`src/rtl/id_stage_hz_pkg.sv`:
```
// Shared decode definitions for the ID stage: opcodes, control-bundle layout
// and the opcode -> control lookup used by the stage.
package id_stage_hz_pkg;

    // Control bundle widths
    localparam int WB_W  = 2;
    localparam int MEM_W = 3;
    localparam int EX_W  = 4;

    // Bit positions inside o_wb_ctrl {MemtoReg, RegWrite}
    localparam int WB_MEMTOREG = 1;
    localparam int WB_REGWRITE = 0;

    // Bit positions inside o_mem_ctrl {MemWrite, MemRead, Branch}
    localparam int MEM_WRITE  = 2;
    localparam int MEM_READ   = 1;
    localparam int MEM_BRANCH = 0;

    // Bit positions inside o_ex_ctrl {ALUSrc, ALUOp[1:0], RegDst}
    localparam int EX_ALUSRC   = 3;
    localparam int EX_ALUOP_HI = 2;
    localparam int EX_ALUOP_LO = 1;
    localparam int EX_REGDST   = 0;

    typedef enum logic [5:0] {
        OP_RTYPE = 6'h00,
        OP_J     = 6'h02,
        OP_BEQ   = 6'h04,
        OP_ADDI  = 6'h08,
        OP_LW    = 6'h23,
        OP_SW    = 6'h2B
    } opcode_e;

    typedef struct packed {
        logic             legal;
        logic             jump;
        logic [WB_W-1:0]  wb;
        logic [MEM_W-1:0] mem;
        logic [EX_W-1:0]  ex;
    } decode_t;

    // Register-address width: enough bits for reg_cnt entries, never below 5
    // so the 5-bit instruction fields always fit.
    function automatic int ra_width(input int reg_cnt);
        int w;
        w = $clog2(reg_cnt);
        return (w < 5) ? 5 : w;
    endfunction

    // Opcode to control bundle; j is legal but carries no pipeline controls.
    function automatic decode_t decode_op(input logic [5:0] op);
        decode_t d;
        d = '0;
        case (op)
            OP_RTYPE: begin d.legal = 1'b1; d.wb = 2'b01; d.mem = 3'b000; d.ex = 4'b0101; end
            OP_LW:    begin d.legal = 1'b1; d.wb = 2'b11; d.mem = 3'b010; d.ex = 4'b1000; end
            OP_SW:    begin d.legal = 1'b1; d.wb = 2'b00; d.mem = 3'b100; d.ex = 4'b1000; end
            OP_BEQ:   begin d.legal = 1'b1; d.wb = 2'b00; d.mem = 3'b001; d.ex = 4'b0010; end
            OP_ADDI:  begin d.legal = 1'b1; d.wb = 2'b01; d.mem = 3'b000; d.ex = 4'b1000; end
            OP_J:     begin d.legal = 1'b1; d.jump = 1'b1; end
            default:  d = '0;
        endcase
        return d;
    endfunction

endpackage

```
`src/rtl/id_stage_hz_if.sv`:
```
// Bundle of IF/ID inputs, writeback port, pipeline control and ID/EX outputs
// of the decode stage. master = the stage itself, slave = its surroundings.
interface id_stage_hz_if
    import id_stage_hz_pkg::*;
#(
    parameter int DATA_W = 32,
    parameter int RA_W   = 5
);
    logic              i_if_valid;
    logic [31:0]       i_instr;
    logic [DATA_W-1:0] i_next_pc;
    logic              i_wb_we;
    logic [RA_W-1:0]   i_wb_reg;
    logic [DATA_W-1:0] i_wb_data;
    logic              i_flush;
    logic              i_hold;

    logic              o_stall;
    logic              o_jump;
    logic [DATA_W-1:0] o_jump_tgt;
    logic              o_illegal;

    logic              o_valid;
    logic [DATA_W-1:0] o_next_pc;
    logic [DATA_W-1:0] o_rs_data;
    logic [DATA_W-1:0] o_rt_data;
    logic [DATA_W-1:0] o_imm;
    logic [RA_W-1:0]   o_rs;
    logic [RA_W-1:0]   o_rt;
    logic [RA_W-1:0]   o_rd;
    logic [WB_W-1:0]   o_wb_ctrl;
    logic [MEM_W-1:0]  o_mem_ctrl;
    logic [EX_W-1:0]   o_ex_ctrl;

    modport master (
        input  i_if_valid, i_instr, i_next_pc, i_wb_we, i_wb_reg, i_wb_data,
               i_flush, i_hold,
        output o_stall, o_jump, o_jump_tgt, o_illegal,
               o_valid, o_next_pc, o_rs_data, o_rt_data, o_imm,
               o_rs, o_rt, o_rd, o_wb_ctrl, o_mem_ctrl, o_ex_ctrl
    );

    modport slave (
        output i_if_valid, i_instr, i_next_pc, i_wb_we, i_wb_reg, i_wb_data,
               i_flush, i_hold,
        input  o_stall, o_jump, o_jump_tgt, o_illegal,
               o_valid, o_next_pc, o_rs_data, o_rt_data, o_imm,
               o_rs, o_rt, o_rd, o_wb_ctrl, o_mem_ctrl, o_ex_ctrl
    );
endinterface

```
`src/rtl/id_regfile.sv`:
```
// Register file: REG_CNT x DATA_W, two asynchronous read ports with
// write-through bypass, one write port. Register 0 is hard-wired to zero.
module id_regfile #(
    parameter int DATA_W  = 32,
    parameter int REG_CNT = 32,
    parameter int RA_W    = 5
) (
    input  logic              i_clk,
    input  logic              i_rst,
    input  logic              i_we,
    input  logic [RA_W-1:0]   i_wa,
    input  logic [DATA_W-1:0] i_wd,
    input  logic [RA_W-1:0]   i_ra_a,
    input  logic [RA_W-1:0]   i_ra_b,
    output logic [DATA_W-1:0] o_rd_a,
    output logic [DATA_W-1:0] o_rd_b
);

    logic [DATA_W-1:0] regs [REG_CNT];

    // Storage update: clear everything on reset, otherwise accept writebacks to nonzero registers.
    always_ff @(posedge i_clk) begin
        if (i_rst) begin
            // NOTE: the whole array is reset because the stage must come out of
            // reset with every register reading zero; this forces flops, not RAM.
            for (int i = 0; i < REG_CNT; i++) begin
                regs[i] <= '0;
            end
        end else if (i_we && (i_wa != '0)) begin
            regs[i_wa] <= i_wd;
        end
    end

    // Read ports: $0 reads zero, a same-cycle write to the addressed register is forwarded.
    always_comb begin
        o_rd_a = regs[i_ra_a];
        o_rd_b = regs[i_ra_b];
        if (i_we && (i_wa == i_ra_a)) o_rd_a = i_wd;
        if (i_we && (i_wa == i_ra_b)) o_rd_b = i_wd;
        if (i_ra_a == '0) o_rd_a = '0;
        if (i_ra_b == '0) o_rd_b = '0;
    end

endmodule

```
`src/rtl/id_stage_hz.sv`:
```
// Instruction decode stage with load-use hazard detection, jump redirect,
// illegal-opcode reporting and the ID/EX pipeline register.
module id_stage_hz
    import id_stage_hz_pkg::*;
#(
    parameter int DATA_W  = 32,
    parameter int REG_CNT = 32
) (
    input logic          i_clk,
    input logic          i_rst,
    id_stage_hz_if.master bus
);

    localparam int RA_W = ra_width(REG_CNT);

    logic [5:0]        opcode;
    logic [RA_W-1:0]   rs;
    logic [RA_W-1:0]   rt;
    logic [RA_W-1:0]   rd;
    decode_t           dec;
    logic [DATA_W-1:0] imm;
    logic [DATA_W-1:0] rs_data;
    logic [DATA_W-1:0] rt_data;
    logic              uses_rt;
    logic              hazard;
    logic              fire;
    logic              load_valid;

    id_regfile #(
        .DATA_W  (DATA_W),
        .REG_CNT (REG_CNT),
        .RA_W    (RA_W)
    ) u_regfile (
        .i_clk  (i_clk),
        .i_rst  (i_rst),
        .i_we   (bus.i_wb_we),
        .i_wa   (bus.i_wb_reg),
        .i_wd   (bus.i_wb_data),
        .i_ra_a (rs),
        .i_ra_b (rt),
        .o_rd_a (rs_data),
        .o_rd_b (rt_data)
    );

    // Field extraction, decode and load-use hazard detection against the instruction now in EX.
    always_comb begin
        // NOTE: every signal of this block is assigned on every path, so no latch is inferred.
        opcode  = bus.i_instr[31:26];
        rs      = RA_W'(bus.i_instr[25:21]);
        rt      = RA_W'(bus.i_instr[20:16]);
        rd      = RA_W'(bus.i_instr[15:11]);
        dec     = decode_op(opcode);
        imm     = {{(DATA_W-16){bus.i_instr[15]}}, bus.i_instr[15:0]};
        // Only these formats actually read rt as a source operand.
        uses_rt = (opcode == OP_RTYPE) || (opcode == OP_SW) || (opcode == OP_BEQ);
        hazard  = bus.i_if_valid && bus.o_valid && bus.o_mem_ctrl[MEM_READ] &&
                  (bus.o_rt != '0) &&
                  ((bus.o_rt == rs) || ((bus.o_rt == rt) && uses_rt));
        // A squash makes the load in EX irrelevant, so it overrides the hazard stall.
        bus.o_stall    = bus.i_hold || (hazard && !bus.i_flush);
        fire           = bus.i_if_valid && !bus.o_stall && !bus.i_flush;
        bus.o_jump     = fire && dec.jump;
        bus.o_illegal  = fire && !dec.legal;
        bus.o_jump_tgt = {bus.i_next_pc[DATA_W-1:28], bus.i_instr[25:0], 2'b00};
        // j and illegal opcodes retire in ID and send a bubble down the pipe.
        load_valid     = bus.i_if_valid && dec.legal && !dec.jump;
    end

    // ID/EX register: reset, then flush, hold, hazard bubble, or load the decoded instruction.
    always_ff @(posedge i_clk) begin
        if (i_rst) begin
            // NOTE: sequential state uses non-blocking assignments so every flop
            // samples pre-edge values regardless of statement order.
            bus.o_valid    <= 1'b0;
            bus.o_next_pc  <= '0;
            bus.o_rs_data  <= '0;
            bus.o_rt_data  <= '0;
            bus.o_imm      <= '0;
            bus.o_rs       <= '0;
            bus.o_rt       <= '0;
            bus.o_rd       <= '0;
            bus.o_wb_ctrl  <= '0;
            bus.o_mem_ctrl <= '0;
            bus.o_ex_ctrl  <= '0;
        end else if (bus.i_flush || (!bus.i_hold && hazard)) begin
            // Bubble: data fields are don't-care and simply left as they were.
            bus.o_valid    <= 1'b0;
            bus.o_wb_ctrl  <= '0;
            bus.o_mem_ctrl <= '0;
            bus.o_ex_ctrl  <= '0;
        end else if (!bus.i_hold) begin
            bus.o_valid    <= load_valid;
            bus.o_next_pc  <= bus.i_next_pc;
            bus.o_rs_data  <= rs_data;
            bus.o_rt_data  <= rt_data;
            bus.o_imm      <= imm;
            bus.o_rs       <= rs;
            bus.o_rt       <= rt;
            bus.o_rd       <= rd;
            bus.o_wb_ctrl  <= load_valid ? dec.wb  : '0;
            bus.o_mem_ctrl <= load_valid ? dec.mem : '0;
            bus.o_ex_ctrl  <= load_valid ? dec.ex  : '0;
        end
    end

endmodule

```
`src/flat_wrapper.sv`:
```
// flat-port wrapper written by rule: the top's interface ports become plain ports
module id_stage_hz_flat import id_stage_hz_pkg::*;
#(
    parameter int DATA_W  = 32,
    parameter int REG_CNT = 32
)
  (i_clk, i_rst, bus_i_if_valid, bus_i_instr, bus_i_next_pc, bus_i_wb_we, bus_i_wb_reg, bus_i_wb_data, bus_i_flush, bus_i_hold, bus_o_stall, bus_o_jump, bus_o_jump_tgt, bus_o_illegal, bus_o_valid, bus_o_next_pc, bus_o_rs_data, bus_o_rt_data, bus_o_imm, bus_o_rs, bus_o_rt, bus_o_rd, bus_o_wb_ctrl, bus_o_mem_ctrl, bus_o_ex_ctrl);
  id_stage_hz_if #(.DATA_W(DATA_W), .RA_W(5)) bus_i ();
  input logic i_clk;
  input logic i_rst;
  input wire logic [$bits(bus_i.i_if_valid)-1:0] bus_i_if_valid;
  input wire logic [$bits(bus_i.i_instr)-1:0] bus_i_instr;
  input wire logic [$bits(bus_i.i_next_pc)-1:0] bus_i_next_pc;
  input wire logic [$bits(bus_i.i_wb_we)-1:0] bus_i_wb_we;
  input wire logic [$bits(bus_i.i_wb_reg)-1:0] bus_i_wb_reg;
  input wire logic [$bits(bus_i.i_wb_data)-1:0] bus_i_wb_data;
  input wire logic [$bits(bus_i.i_flush)-1:0] bus_i_flush;
  input wire logic [$bits(bus_i.i_hold)-1:0] bus_i_hold;
  output wire logic [$bits(bus_i.o_stall)-1:0] bus_o_stall;
  output wire logic [$bits(bus_i.o_jump)-1:0] bus_o_jump;
  output wire logic [$bits(bus_i.o_jump_tgt)-1:0] bus_o_jump_tgt;
  output wire logic [$bits(bus_i.o_illegal)-1:0] bus_o_illegal;
  output wire logic [$bits(bus_i.o_valid)-1:0] bus_o_valid;
  output wire logic [$bits(bus_i.o_next_pc)-1:0] bus_o_next_pc;
  output wire logic [$bits(bus_i.o_rs_data)-1:0] bus_o_rs_data;
  output wire logic [$bits(bus_i.o_rt_data)-1:0] bus_o_rt_data;
  output wire logic [$bits(bus_i.o_imm)-1:0] bus_o_imm;
  output wire logic [$bits(bus_i.o_rs)-1:0] bus_o_rs;
  output wire logic [$bits(bus_i.o_rt)-1:0] bus_o_rt;
  output wire logic [$bits(bus_i.o_rd)-1:0] bus_o_rd;
  output wire logic [$bits(bus_i.o_wb_ctrl)-1:0] bus_o_wb_ctrl;
  output wire logic [$bits(bus_i.o_mem_ctrl)-1:0] bus_o_mem_ctrl;
  output wire logic [$bits(bus_i.o_ex_ctrl)-1:0] bus_o_ex_ctrl;
  assign bus_i.i_if_valid = bus_i_if_valid;
  assign bus_i.i_instr = bus_i_instr;
  assign bus_i.i_next_pc = bus_i_next_pc;
  assign bus_i.i_wb_we = bus_i_wb_we;
  assign bus_i.i_wb_reg = bus_i_wb_reg;
  assign bus_i.i_wb_data = bus_i_wb_data;
  assign bus_i.i_flush = bus_i_flush;
  assign bus_i.i_hold = bus_i_hold;
  assign bus_o_stall = bus_i.o_stall;
  assign bus_o_jump = bus_i.o_jump;
  assign bus_o_jump_tgt = bus_i.o_jump_tgt;
  assign bus_o_illegal = bus_i.o_illegal;
  assign bus_o_valid = bus_i.o_valid;
  assign bus_o_next_pc = bus_i.o_next_pc;
  assign bus_o_rs_data = bus_i.o_rs_data;
  assign bus_o_rt_data = bus_i.o_rt_data;
  assign bus_o_imm = bus_i.o_imm;
  assign bus_o_rs = bus_i.o_rs;
  assign bus_o_rt = bus_i.o_rt;
  assign bus_o_rd = bus_i.o_rd;
  assign bus_o_wb_ctrl = bus_i.o_wb_ctrl;
  assign bus_o_mem_ctrl = bus_i.o_mem_ctrl;
  assign bus_o_ex_ctrl = bus_i.o_ex_ctrl;
  id_stage_hz #(.DATA_W(DATA_W), .REG_CNT(REG_CNT)) u_core (.i_clk(i_clk), .i_rst(i_rst), .bus(bus_i));
endmodule
```
`config.mk`:
```
export PLATFORM = sky130hd
export DESIGN_NAME = id_stage_hz_flat
export DESIGN_NICKNAME = d
export VERILOG_FILES = /design/src/rtl/id_stage_hz_pkg.sv /design/src/rtl/id_stage_hz_if.sv /design/src/rtl/id_regfile.sv /design/src/rtl/id_stage_hz.sv /design/src/flat_wrapper.sv
export SDC_FILE = /design/constraint.sdc
export NUM_CORES = 2
export LEC_CHECK = 0
export ABC_CLOCK_PERIOD_IN_PS = 2700
export BUFFER_PORTS_ARGS = -buffer_cell sky130_fd_sc_hd__buf_2
export CORE_UTILIZATION = 40
export DETAILED_ROUTE_END_ITERATION = 12
export PLACE_DENSITY_LB_ADDON = 0.3
export SLEW_MARGIN = 20
export SYNTH_ARGS = -nofsm -noshare
export SYNTH_HDL_FRONTEND = slang
export SYNTH_HIERARCHICAL = 1
export SYNTH_SLANG_ARGS = --single-unit
```
`constraint.sdc`:
```
create_clock -name i_clk -period 2.7 [get_ports i_clk]
set_input_delay 0.135 -clock i_clk [delete_from_list [all_inputs] [get_ports i_clk]]
set_output_delay 0.135 -clock i_clk [all_outputs]
set_load 0.02 [all_outputs]
```
Yosys cells after proc, flatten, opt, wreduce, memory -nomap -nowiden
Memories as Yosys holds them, arrays and structs flattened.
Cells that the tools add are included.
{ "op_classes": {"n_mux": 18, "bitwise": 2, "order_cmp": 0, "multipliers": 0, "n_reduce_logical": 35, "addsub": 0, "n_eq_ne": 9, "n_shift": 0, "div_mod_pow": 0} }
{ "ops": {"columns": ["operator", "n"], "rows": [
  ["2-to-1 mux 32 bit", 5],
  ["one-hot mux 9 bit (5 select lines)", 1],
  ["OR reduction 32 bit", 1],
  ["equality test 5 bit", 4],
  ["logical AND 1 bit", 16],
  ["equality test 6 bit, second input constant", 2],
  ["logical NOT 5 bit", 2],
  ["nonzero test 5 bit", 2],
  ["2-to-1 mux 1 bit", 8],
  ["equality test 6 x 2 -> 1 bit, second input constant", 1],
  ["equality test 6 x 3 -> 1 bit, second input constant", 1],
  ["equality test 6 x 4 -> 1 bit, second input constant", 1],
  ["logical NOT 6 bit", 1],
  ["OR reduction 6 bit", 1],
  ["logical NOT 1 bit", 5],
  ["logical OR 1 bit", 5],
  ["2-to-1 mux 5 bit", 1],
  ["2-to-1 mux 4 bit", 1],
  ["2-to-1 mux 3 bit", 1],
  ["2-to-1 mux 2 bit", 1],
  ["NOT 1 bit", 2],
  ["AND reduction 2 bit", 1],
  ["OR reduction 2 bit", 1]
]} }
{ "word_totals": {"latchBits": 0, "n_memories": 1, "romBits": 0, "output_inout_bits": 188, "ramBits": 1024, "regBits": 137} }
{ "memory_table": {"columns": ["memory", "words", "word_bits", "rd", "rd_clocked_by_memory_dff", "write_ports", "line_no", "text"], "rows": [
  ["u_core.u_regfile.regs", 32, 32, 2, 0, 32, "id_regfile.sv:19", "logic [DATA_W-1:0] regs [REG_CNT];"]
]} }

Logic depth before layout (Yosys ltp)
{ "depth": {"word_depth": 12, "depth_mapped": 12} }

Cells and area by module
The synthesis kept the hierarchy.
{ "modules_own_cells": {"columns": ["mod", "seq_area_each_um2", "n_inst", "cells_per_inst", "area_per_inst_um2"], "rows": [
  ["id_regfile", 30749.5, 1, 3740, 54722.5],
  ["id_stage_hz", 2582.5, 1, 659, 6427.4]
]} }

Worst setup path before layout
No wires, ideal clock.
{ "synth_timing": {"kind": "register to output", "startpoint": "register u_core/bus.o_rt[0] (netlist bit)", "endpoint": "output port bus_o_jump", "arrival_time_ns": 2.048, "path_slack_ns": 0.517, "stages_incl_launch_ff": 6, "path_cell_list": "dfxtp_1 -> or4_4 -> o21bai_4 -> nor4b_4 -> or3_1 -> nor3_1"} }
{ "synth_between": {"elab_chain_len": 10, "elab_cells_between_ends": 13, "cone_classes": "eq/ne: 2; reduce/logical: 11"} }
{ "synth_rtl": {"columns": ["element", "line_no", "text"], "rows": [
  ["start, declared", "id_stage_hz_if.sv:40", "o_rs, o_rt, o_rd, o_wb_ctrl, o_mem_ctrl, o_ex_ctrl"],
  ["start signal, assigned", "id_stage_hz.sv:98", "bus.o_rt <= rt;"],
  ["equality test 5 bit", "id_stage_hz.sv:58", "((bus.o_rt == rs) || ((bus.o_rt == rt) && uses_rt));"],
  ["logical AND 1 bit", "id_stage_hz.sv:58", null],
  ["logical OR 1 bit", "id_stage_hz.sv:58", null],
  ["logical AND 1 bit (*)", "id_stage_hz.sv:57", "(bus.o_rt != '0) &&"],
  ["logical AND 1 bit (*)", "id_stage_hz.sv:60", "bus.o_stall = bus.i_hold || (hazard && !bus.i_flush);"],
  ["logical OR 1 bit (*)", "id_stage_hz.sv:60", null],
  ["logical NOT 1 bit (*)", "id_stage_hz.sv:61", "fire = bus.i_if_valid && !bus.o_stall && !bus.i_flush;"],
  ["logical AND 1 bit (*) (2 in a row)", "id_stage_hz.sv:61", null],
  ["logical AND 1 bit (*)", "id_stage_hz.sv:62", "bus.o_jump = fire && dec.jump;"],
  ["end, declared", "flat_wrapper.sv:20", "output wire logic [$bits(bus_i.o_jump)-1:0] bus_o_jump;"]
]} }
Mark *: on every way between the ends. The rest lies on a longest branch, timed or not.

Worst setup path after layout
Same ends and word-level chain as after synthesis.

==> results.yml <==
hold_path:
  hold_path.class: "primary input to flop"
sta:
  fmax_mhz: 353
  fin_ws_ns: -0.131
  rsz0062_at_grt: "true"
  layout_min_cycle_time_ns: 2.83
  setup_viol: 3
  hold_violations: 0
  whs_ns: 0.0446
  slew_viol_final: 0
  tns_ns: -0.314
  max_slew_margin_pct: 21.8
  clock_skew_ns: 0.0337
  period_share_pct: 105
  tightest_slew_ns: 1.17
placement:
  dpl_worst_slack_ns: -0.211
  dpl-instance-area_um2: 67000
  dp.cells: 6583
  port-buffer-count: 292
  dp_hpwl_um: 151000
  gp_congestion: 0.924
drt:
  drt-met1-wl_um: 89500
  drc: 0
  route.top_layer_used: "met5"
  first_pass_iters: 8
  ant_nets: 0
  wl_um: 244000
  via_per_inst: 6.32
  routedWlPerCell_um: 35.2
  drtIter0Drc: 7506
  wl_met2_um: 106000
  route.met3.wl_um: 36300
  vias: 43800
layout:
  synthToLayoutAreaGrowth_pct: 18.3
  seq_area_um2: 33300
  fillerInstances: 13100
  nets: 4893
  multi_input_area_um2: 25900
  final_area_um2: 72300
  final_core_util_pct: 47.6
  drive_gt1_share_pct: 27.4
  final_cells: 6936
synth:
  synth_cell_types: 62
  syn_inst: 4399
  async_flop_share_pct: 0
  synth_seq_cells: 1153
  synth_warnings: 6
  syn-cell-area_um2: 61100
  avgSynthCellArea_um2: 13.9
  synth_ff_type: "edfxtp_1"
  synth_edf_count: 1024
  yosysSeqAreaShare_pct: 54.5
run_status:
  outcome: "complete, but fails checks"
  violations: "negative setup slack"
clock_network:
  clk_pin_slew_ns: 0.06
  cts_tree: "yes"
  cts_max_level: 4
  cts_buffers: 133
  clock_sinks: 1153
  worstSkewPairLatency_ns: 0.80
  clk_path_buf_depth: 3
  root_buffer: "clkbuf_16"
power:
  ir_worst_vdd_uv: 540
  p_per_area_nw_per_um2: 622
  finalPower_mw: 45.0
  p_leak_nw: 26.5
worst_setup_path:
  critPathArrivalTime_ns: 2.70
  cp_max_fo: 2
  worst_setup_path_start_kind: "flop"
  crit_path_end_kind: "output pin"
  r2r_slack_ns: 0.14
  worstSetupPathType: "flop to output pin"
  worstPathRequired_ns: 2.57
global_routing:
  antenna_found_initial: 37
  track_usage_pct: 31.3
  grt-ovfl-total: 0
  grt_pass1_wl_um: 334000
  grt_pass1_vias: 42100
  grt_max_degree: 110
floorplan:
  io_pins: 295
  dieArea_um2: 154000
  die_y_um: 393
  initial_core_util_pct: 40.3
  rows: 143
  die_w_um: 393
  core_um2: 152000
flow_run:
  maxCapViolCount: 0
per-layer routing:
layer | up-vias | global-route usage, %
li1 | 17300 | -
met1 | 22200 | 41.4
met2 | 3608 | 46.5
met3 | 662 | 9.82
met4 | 16 | 15.4
met5 | - | 0
registers in the layout, summed over array words and instances, names as in the netlist:
register and cells:
u_core/u_regfile/regs 1024, u_core/bus.o_next_pc 32, u_core/bus.o_rs_data 32, u_core/bus.o_rt_data 32, u_core/bus.o_imm 16, u_core/bus.o_rs 5, u_core/bus.o_rt 5, u_core/bus.o_mem_ctrl 3
u_core/bus.o_ex_ctrl 2, u_core/bus.o_valid 1, u_core/bus.o_wb_ctrl 1
path summary, 6_finish.rpt:
kind                              startpoint                                          to  depth (start not counted)
max          u_core/bus.o_rt[0]$_SDFFE_PP0P_                                  bus_o_jump                          7
min                         bus_i_wb_data[1]  u_core/u_regfile/regs[27][1]$_SDFFCE_PN0P_                          2
max reg2reg  u_core/bus.o_rt[0]$_SDFFE_PP0P_        u_core/bus.o_ex_ctrl[3]$_SDFFE_PP0N_                          8
min reg2reg  u_core/bus.o_rs[1]$_SDFFE_PP0P_             u_core/bus.o_rs[1]$_SDFFE_PP0P_                          2
layout by cell type, fill, tap and decap left out, drive strengths merged, types with 18 or more instances in the layout:
cell type       n
dlygate4sd3    89
buf           642
nor2           51
a22oi         133
o221a          18
xnor2          18
edfxtp       1024
mux4          388
clkbuf        181
a2111oi        24
o22ai          41
a22o           56
o221ai         42
nand2b        248
conb           34
a21oi          80
and2          997
or2            33
clkinv         46
dfxtp         129
mux2i         403
nand2          44
worst max-delay path: stages, from the launching register on:
cell	delay [ns]
dfxtp_4	0.34
or4_4	0.55
o21bai_4	0.16
nor4b_4	0.08
buf_4	0.14
or3_4	0.36
nor3_2	0.11
buf_4	0.16
Yosys cell counts, types with 6 or more instances:
master     number  area (um^2)
mux2i_1       403         4030
mux4_2        388         8740
nand2_1        44          165
a22oi_1       133          998
nand2b_1      248         1550
and2_1        995         6220
buf_6          13          146
buf_1          17         63.8
nor2_1         51          191
buf_4          78          586
nor2b_1         6         37.5
a21oi_1        80          400
o22ai_1        41          257
a211oi_1        7         52.6
nand3_1        15         75.1
a32oi_1         9         78.8
o21ai_0        13         65.1
mux2_2          6         67.6
dfxtp_1       129         2580
o221ai_1       42          368
a22o_1         56          490
edfxtp_1     1024        30700
or2_2          33          206
a31oi_1         7         43.8
a2111oi_0      24          210
o221a_2        18          203
a221o_1        13          130
xnor2_1        18          158
clkbuf_1      329         1230
o211ai_1       10         75.1
o31ai_1         7         52.6
buf_2          76          380
cells by family (layout without fill, tap and decap cells):
| logic type | count (synthesis) | count (layout) | share of synthesized area [%] |
|---|---|---|---|
| other | 2 | 47 | 0.0123 |
| DFF | 1153 | 1153 | 54.5 |
| and+or+nand+nor | 1425 | 1425 | 14.2 |
| muxes | 797 | 797 | 21.0 |
| buffers and inverters | 517 | 979 | 3.97 |
| AOI/OAI and AO/OA | 485 | 485 | 5.98 |
| xor gates and xnor gates | 20 | 20 | 0.286 |
area by class of cell:
class	count	share of cell area, %
antenna	13	0.0450
clock buffer	180	5.06
multi-input combinational	2761	35.8
tap	2030	3.51
inverter	4	0.0208
sequential	1153	46.1
clock inverter	62	0.799
timing repair buffer	733	8.68
repair_timing:
item                       CTS  global route
buffers inserted             6             2
setup endpoints to repair    2             3
gates resized for setup     13            12
hold endpoints to repair   563             0
cloned                       1             1
pin swaps                    5             8
hold buffers                89             0
power by group:
group | total, mW | internal [mW] | switching (mW)
registers | 21.0 | 20.4 | 0.614
clock network | 17.8 | 10.1 | 7.74
logic | 6.13 | 2.56 | 3.57
(Power assumes the default switching activity.)
